File: src/rtl/fp_wb_sched.sv
// FP write-back scheduler: round-robin arbitration of result sources onto the
// single register-file write port, plus pending-write tracking for issue hazards.
module fp_wb_sched #(
    parameter int NREQ  = 4,
    parameter int WIDTH = 32,
    parameter int DEPTH = 5
) (
    input  logic                    clk,
    input  logic                    rstn,
    input  logic [NREQ-1:0]         req_valid,
    input  logic [NREQ*DEPTH-1:0]   req_wa,
    input  logic [NREQ*WIDTH-1:0]   req_wd,
    output logic [NREQ-1:0]         req_ready,
    input  logic                    iss_valid,
    input  logic [DEPTH-1:0]        iss_rs1,
    input  logic [DEPTH-1:0]        iss_rs2,
    input  logic [DEPTH-1:0]        iss_rd,
    input  logic                    iss_rs1_en,
    input  logic                    iss_rs2_en,
    input  logic                    iss_rd_en,
    output logic                    iss_stall,
    output logic                    rf_we,
    output logic [DEPTH-1:0]        rf_wa,
    output logic [WIDTH-1:0]        rf_wd,
    output logic [(2**DEPTH)-1:0]   pend
);
    localparam int PW   = (NREQ > 1) ? $clog2(NREQ) : 1;
    localparam int NREG = 2**DEPTH;

    logic [PW-1:0]    ptr_q, ptr_d;
    logic             we_q;
    logic [DEPTH-1:0] wa_q, wa_d;
    logic [WIDTH-1:0] wd_q, wd_d;
    logic [NREG-1:0]  pend_q, pend_d;

    logic             gnt_any;
    logic [PW-1:0]    gnt_idx;
    logic [PW:0]      cand;
    logic             haz_rs1, haz_rs2, haz_waw, fire;

    // Search ptr+1 .. ptr+NREQ with explicit wrap so non-power-of-two NREQ works.
    always_comb begin
        req_ready = '0;
        gnt_any   = 1'b0;
        gnt_idx   = ptr_q;
        cand      = '0;
        for (int k = 1; k <= NREQ; k++) begin
            cand = (PW+1)'(ptr_q) + (PW+1)'(k);
            if (cand >= (PW+1)'(NREQ))
                cand = cand - (PW+1)'(NREQ);
            if (!gnt_any && req_valid[cand[PW-1:0]]) begin
                gnt_any                   = 1'b1;
                gnt_idx                   = cand[PW-1:0];
                req_ready[cand[PW-1:0]]   = 1'b1;
            end
        end
    end

    always_comb begin
        ptr_d = gnt_any ? gnt_idx : ptr_q;
        wa_d  = gnt_any ? req_wa[gnt_idx*DEPTH +: DEPTH] : wa_q;
        wd_d  = gnt_any ? req_wd[gnt_idx*WIDTH +: WIDTH] : wd_q;
    end

    // A register being written this cycle is forwarded by the file, so it never stalls.
    always_comb begin
        haz_rs1   = iss_rs1_en & pend_q[iss_rs1] & ~(we_q & (wa_q == iss_rs1));
        haz_rs2   = iss_rs2_en & pend_q[iss_rs2] & ~(we_q & (wa_q == iss_rs2));
        haz_waw   = iss_rd_en  & pend_q[iss_rd]  & ~(we_q & (wa_q == iss_rd));
        iss_stall = iss_valid & (haz_rs1 | haz_rs2 | haz_waw);
        fire      = iss_valid & ~iss_stall;
    end

    // Clear first, then set, so a same-cycle reissue to the written register stays pending.
    always_comb begin
        pend_d = pend_q;
        if (we_q)
            pend_d[wa_q] = 1'b0;
        if (fire && iss_rd_en)
            pend_d[iss_rd] = 1'b1;
    end

    always_ff @(posedge clk or negedge rstn) begin
        if (!rstn) begin
            ptr_q  <= PW'(NREQ-1);
            we_q   <= 1'b0;
            wa_q   <= '0;
            wd_q   <= '0;
            pend_q <= '0;
        end else begin
            ptr_q  <= ptr_d;
            we_q   <= gnt_any;
            wa_q   <= wa_d;
            wd_q   <= wd_d;
            pend_q <= pend_d;
        end
    end

    assign rf_we = we_q;
    assign rf_wa = wa_q;
    assign rf_wd = wd_q;
    assign pend  = pend_q;
endmodule

File: config.mk
export PLATFORM = sky130hd
export DESIGN_NAME = fp_wb_sched
export DESIGN_NICKNAME = d
export VERILOG_FILES = /design/src/rtl/fp_wb_sched.sv
export SDC_FILE = /design/constraint.sdc
export NUM_CORES = 1
export LEC_CHECK = 0
export CAP_MARGIN = 20
export CELL_PAD_IN_SITES_DETAIL_PLACEMENT = 0
export CELL_PAD_IN_SITES_GLOBAL_PLACEMENT = 1
export CORE_ASPECT_RATIO = 1.5
export CORE_MARGIN = 3
export CORE_UTILIZATION = 34
export DETAILED_ROUTE_END_ITERATION = 10
export PLACE_DENSITY = 0.92
export SLEW_MARGIN = 20
export SYNTH_ARGS = -nofsm -noshare
export SYNTH_HDL_FRONTEND = slang
export SYNTH_SLANG_ARGS = --single-unit
export TNS_END_PERCENT = 50
File: constraint.sdc
create_clock -name clk -period 8.4 [get_ports clk]
set_input_delay 1.68 -clock clk [delete_from_list [all_inputs] [get_ports clk]]
set_output_delay 1.68 -clock clk [all_outputs]
set_load 0.01 [all_outputs]
### After elaboration in Yosys (flattened, before gate mapping)

Cells that the tools add are included.

| cells by class | value |
|---|---|
| add/sub/neg operators | 8 |
| multipliers | 1 |
| magnitude comparators | 18 |
| equal/unequal tests | 3 |
| shift-type cells | 2 |
| mux-type cells | 44 |
| bitwise operators | 23 |
| reduce and logical (&&, ||, !) cells | 13 |

Operator list:

| operator | number |
|---|---|
| $shiftx A128 B8 Y32 | 1 |
| $mux W32 | 2 |
| $and A32 B32 Y32 | 1 |
| $not A32 Y32 | 1 |
| $or A32 B32 Y32 | 1 |
| $lt A5 B6 Y1 const B | 4 |
| $shiftx A20 B6 Y5 | 1 |
| $mux W1 | 17 |
| $mux W2 | 8 |
| $mux W4 | 4 |
| $bmux W1 S5 | 3 |
| $eq A5 B5 Y1 | 3 |
| $ge A3 B3 Y1 const B | 4 |
| $lt A2 B3 Y1 const B | 4 |
| $or A4 B4 Y4 | 3 |
| $and A1 B1 Y1 | 11 |
| $demux W1 S5 | 2 |
| $ge A5 B1 Y1 const B | 2 |
| $logic_and A1 B1 Y1 | 10 |
| $bmux W1 S2 | 4 |
| $demux W1 S2 | 4 |
| $ge A2 B1 Y1 const B | 4 |
| $sub A2 B1 Y2 const B | 4 |
| $add A2 B2 Y3 const B | 2 |
| other kinds (6) | 12 |

| word-level totals | value |
|---|---|
| register bits after elaboration | 72 |
| output and inout port bits | 75 |

### Longest topological paths before layout

| logic depth | value |
|---|---|
| depth in word-level cells | 17 |
| mapped depth | 12 |
| gate-level depth less buffers | 8 |

### Worst setup path after synthesis

No wires, ideal clock.

| path | value |
|---|---|
| kind | input to output |
| start point | in iss_rs1[2] |
| end point | out iss_stall |
| arrival | 3.313 ns |
| path slack | 3.407 ns |
| stages on the path | 7 |
| buffers on the path | 2 |
| cells stage by stage | buf_4 mux4_2 o211ai_1 mux4_2 o21ai_2 buf_6 o21a_1 |

| between the ends | value |
|---|---|
| cells in the longest elaborated chain, start to end | 7 |
| elaborated cells between the ends (all ways) | 10 |

Ends and longest elaborated chain:

| element | RTL line | text |
|---|---|---|
| start: declaration | 15 | `input logic [DEPTH-1:0] iss_rs1,` |
| $bmux W1 S5 / $eq A5 B5 Y1 (equally long branches) | 67 | `haz_rs1 = iss_rs1_en & pend_q[iss_rs1] & ~(we_q & (wa_q == iss_rs1));` |
| $mux W1 (implied by the code) / $and A1 B1 Y1 (equally long branches) | 67 |  |
| $and A1 B1 Y1 / $not A1 Y1 (equally long branches) | 67 |  |
| $and A1 B1 Y1 (*) | 67 |  |
| $or A1 B1 Y1 (*) (2 in a row) | 70 | `iss_stall = iss_valid & (haz_rs1 \| haz_rs2 \| haz_waw);` |
| $and A1 B1 Y1 (*) | 70 |  |
| end: declaration | 21 | `output logic iss_stall,` |

Every way passes the cells marked *; elsewhere a longest branch is shown, timed or not. The select of a mux whose other input is x is not followed.

### Worst setup path in the final report

| path | value |
|---|---|
| start point | in iss_rs2[0] |
| end point | out iss_stall |

| between the ends | value |
|---|---|
| cells in the longest elaborated chain, start to end | 7 |
| elaborated cells between the ends (all ways) | 10 |

Ends and longest elaborated chain:

| element | RTL line | text |
|---|---|---|
| start: declaration | 16 | `input logic [DEPTH-1:0] iss_rs2,` |
| $bmux W1 S5 / $eq A5 B5 Y1 (equally long branches) | 68 | `haz_rs2 = iss_rs2_en & pend_q[iss_rs2] & ~(we_q & (wa_q == iss_rs2));` |
| $mux W1 (implied by the code) / $and A1 B1 Y1 (equally long branches) | 68 |  |
| $and A1 B1 Y1 / $not A1 Y1 (equally long branches) | 68 |  |
| $and A1 B1 Y1 (*) | 68 |  |
| $or A1 B1 Y1 (*) (2 in a row) | 70 |  |
| $and A1 B1 Y1 (*) | 70 |  |

Marks and branches as above.

==> reports/results.tsv <==
stage	metric	value	unit
floorplan	chip width	109	um
clocking	hold buffers post-CTS	0	
yosys	Yosys reg bits	72	
grt	initial antenna violation count	0	
routing	DR pass1 iterations	5	
clocking	CTS tree	yes	
floorplan	die height	161	um
yosys	top cell type's share of synthesized area	32.2	%
clocking	CTS root buffer	clkbuf_16	
yosys	syn avg cell area	9.94	um2
yosys	mapped cell area	0.00544	mm2
place	dpl hpwl	15900	um
setup_path	Critical Path, Cell by Cell	clkdlybuf4s50_1 > mux4_2 > mux2i_1 > nand3b_1 > and4b_2 > o21a_1 > clkdlybuf4s50_1	
yosys	Mapped Nets	728	
setup_path	Crit path required time	6.72	ns
routing	DRC Markers	0	
setup_path	FF-to-FF setup slack	4.44	ns
yosys	Post-synth top cells	80 x nand2_1, 70 x dfrtp_1, 49 x mux2i_1, 41 x o21ai_0	
routing	drt total wl	21000	um
yosys	Primary FF master, synth	dfrtp_1	
setup_path	CP startpoint	iss_rs2[0]	
grt	vias in the first global route	6016	
setup_path	crit path kind	input port to output port	
setup_path	crit path DAT	4.51	ns
yosys	sequential share of the synthesized area	33.2	%
setup_path	CP delay by family, top	buffers and inverters	
clocking	clock buffer depth	2	
floorplan	io pins	248	
place	DP Area	0.00788	mm2
place	placer congestion estimate	0.977	
floorplan	# rows	56	
clocking	post-CTS sizing	0	
pwr	Peak VDD IR	0.000258	V
clocking	# Post-CTS Setup Buffers	0	
clocking	# clock sinks	72	
final_layout	ratio of cells with drive above 1 in the final layout	8.26	%
sta	period utilization	73.7	%
yosys	synth top area cells	dfrtp_1 32%, mux4_2 11%, mux2i_1 9.0%	
min_path	Hold Path Class	flop to flop	
sta	Relative slew margins	37.6	%
final_layout	number of fill cells	1433	
sta	Worst Tran Pin Value	0.937	ns
yosys	Synth async-reset ratio	100	%
final_layout	Layout area overhead	50.6	%
final_layout	Storage cell area	0.00180	mm2
setup_path	Critical Path Sink	iss_stall	
pwr	Leakage Power	3.16	nW
setup_path	Reg2Reg Depth	9	
routing	drt initial violations	406	
setup_path	crit path launch type	input port	
routing	total number of vias	5851	
yosys	count leader, synth	nand2_1	
sta	Final Max Slew Viols	0	
sta	Final Skew	0.0118	ns
setup_path	Reg-to-Reg Start	ptr_q[0]	
routing	Antenna Nets Post-Route	0	
final_layout	post-route cell area	0.00819	mm2
place	Port Buf Inserts	247	
sta	RSZ-0062 raised after global routing	false	
yosys	cell taking the most area after synthesis	dfrtp_1	
routing	vias per inst	6.06	
grt	largest net degree at the start of global routing	73	
grt	first-pass GRT wire length	31800	um
setup_path	Crit. End Element	output port	
sta	Final min period	6.19	ns
floorplan	Initial Util	34.8	%
sta	Total Neg Setup Slack	0	ns
sta	final hold vios	0	
clocking	Clock Latency Late Sink	0.33	ns
setup_path	reg2reg end	rf_wd[16]	
floorplan	Die ar.	0.0176	mm2
outcome	status	finished clean	
yosys	Post-Synthesis Cells	547	
setup_path	CP max-delay cell	clkdlybuf4s50_1	
setup_path	number of stages on the worst setup path	7	
yosys	Yosys warnings	0	
floorplan	CORE AREA	0.0156	mm2
setup_path	largest fanout on the critical path	33	
final_layout	Layout Nets	940	
setup_path	CP most frequent cell	clkdlybuf4s50_1	
grt	total gr overflow	0	
setup_path	Worst Path Buf+Inv	2	
clocking	clock-pin slew on the worst setup and hold paths	0.05	ns
sta	final setup vio count	0	
grt	Total GRT Usage	23.2	%
clocking	TritonCTS buffer count	9	
final_layout	# diodes	0	
setup_path	largest stage delay on the critical path	0.80	ns
pwr	pwr dens	368	mW/mm2
sta	achievable clock frequency	0.162	GHz
clocking	H-tree depth	3	
final_layout	area of the multi-input gates	0.00328	mm2
routing	WL per Instance	21.7	um
job	Max-Cap Viols	0	
yosys	Post-synth EDFFs	0	
yosys	distinct cell type count after synthesis	51	
==> layout by cell type, fill, tap and decap left out, drive strengths merged, types with 7 or more instances in the layout <==
master         Yosys  final
clkdlybuf4s50      0    246
nand2             80     80
o21ai             42     42
clkbuf            21     11
nor2              11     11
nand3b            10     10
inv               10     10
ha                 8      8
o41ai             32     32
dfrtp             70     70
a31oi             35     35
nand3             13     13
xnor2             11     11
mux4              26     26
a21oi              7      7
mux2i             49     49
o2bb2ai           35     35
==> kinds of logic (layout without fill, tap and decap cells) <==
| group | after synthesis | count (layout) | share of synthesized area, % |
|---|---|---|---|
| compound gates | 166 | 166 | 22.3 |
| fa+ha+maj | 8 | 8 | 1.84 |
| flops | 72 | 72 | 33.2 |
| buf+inv | 62 | 278 | 6.86 |
| mux | 78 | 78 | 20.4 |
| xor+xnor | 15 | 15 | 2.42 |
| simple gates | 146 | 146 | 13.0 |
==> where the power goes <==
group          internal, mW  total (mW)  switching (mW)
combinational         0.916        1.82           0.902
sequential            0.529       0.805           0.276
clock                 0.245       0.387           0.142
total                  1.69        3.01            1.32
==> flip-flops by register name, summed over array words and instances (netlist names) <==
signal  flops
rf_wd      32
ptr_q       2
rf_wa       5
rf_we       1
pend       32
==> layer usage <==
| layer | vias to the layer above | track usage (%) | part of all wire [%] |
|---|---|---|---|
| met1 | 2849 | 24.7 | 33 |
| li1 | 2547 | - | - |
| met2 | 377 | 42.4 | 54 |
| met5 | - | 0 | 0 |
| met3 | 78 | 5.27 | 9.0 |
| met4 | 0 | 10.6 | 4.1 |
==> worst min-delay path by stage <==
stage	startpoint	end	slack, ns	cells past startpoint
after floorplan	rf_wd[31]	rf_wd[31]	0.55	1
after global placement	rf_wd[31]	rf_wd[31]	0.50	1
after detailed placement	rf_wd[31]	rf_wd[31]	0.51	1
after CTS	rf_wd[31]	rf_wd[31]	0.52	1
after global routing	rf_wd[31]	rf_wd[31]	0.55	1
final	rf_wd[31]	rf_wd[31]	0.51	1
==> final cells by class <==
cell class / instances / area share, %
inverter: 11 / 0.504
sequential: 72 / 22.0
tap: 203 / 3.10
clock inverter: 4 / 0.657
multi-input combinational: 413 / 40.0
clock buffer: 11 / 3.09
timing repair buffer: 252 / 30.6
==> per-stage QoR <==
stage	utilization (%)	std cells	total power [mW]	setup slack (ns)	hold slack, ns
after CTS	52.4	966	3.01	1.92	0.517
after detailed placement	50.4	951	2.61	1.92	0.505
final	52.4	966	3.01	2.21	0.514
after global placement	50.4	951	2.56	2.06	0.502
after floorplan	-	547	1.91	3.41	0.551
after global routing	52.4	966	3.18	2.05	0.554
Power figures use the tool's default switching activity.
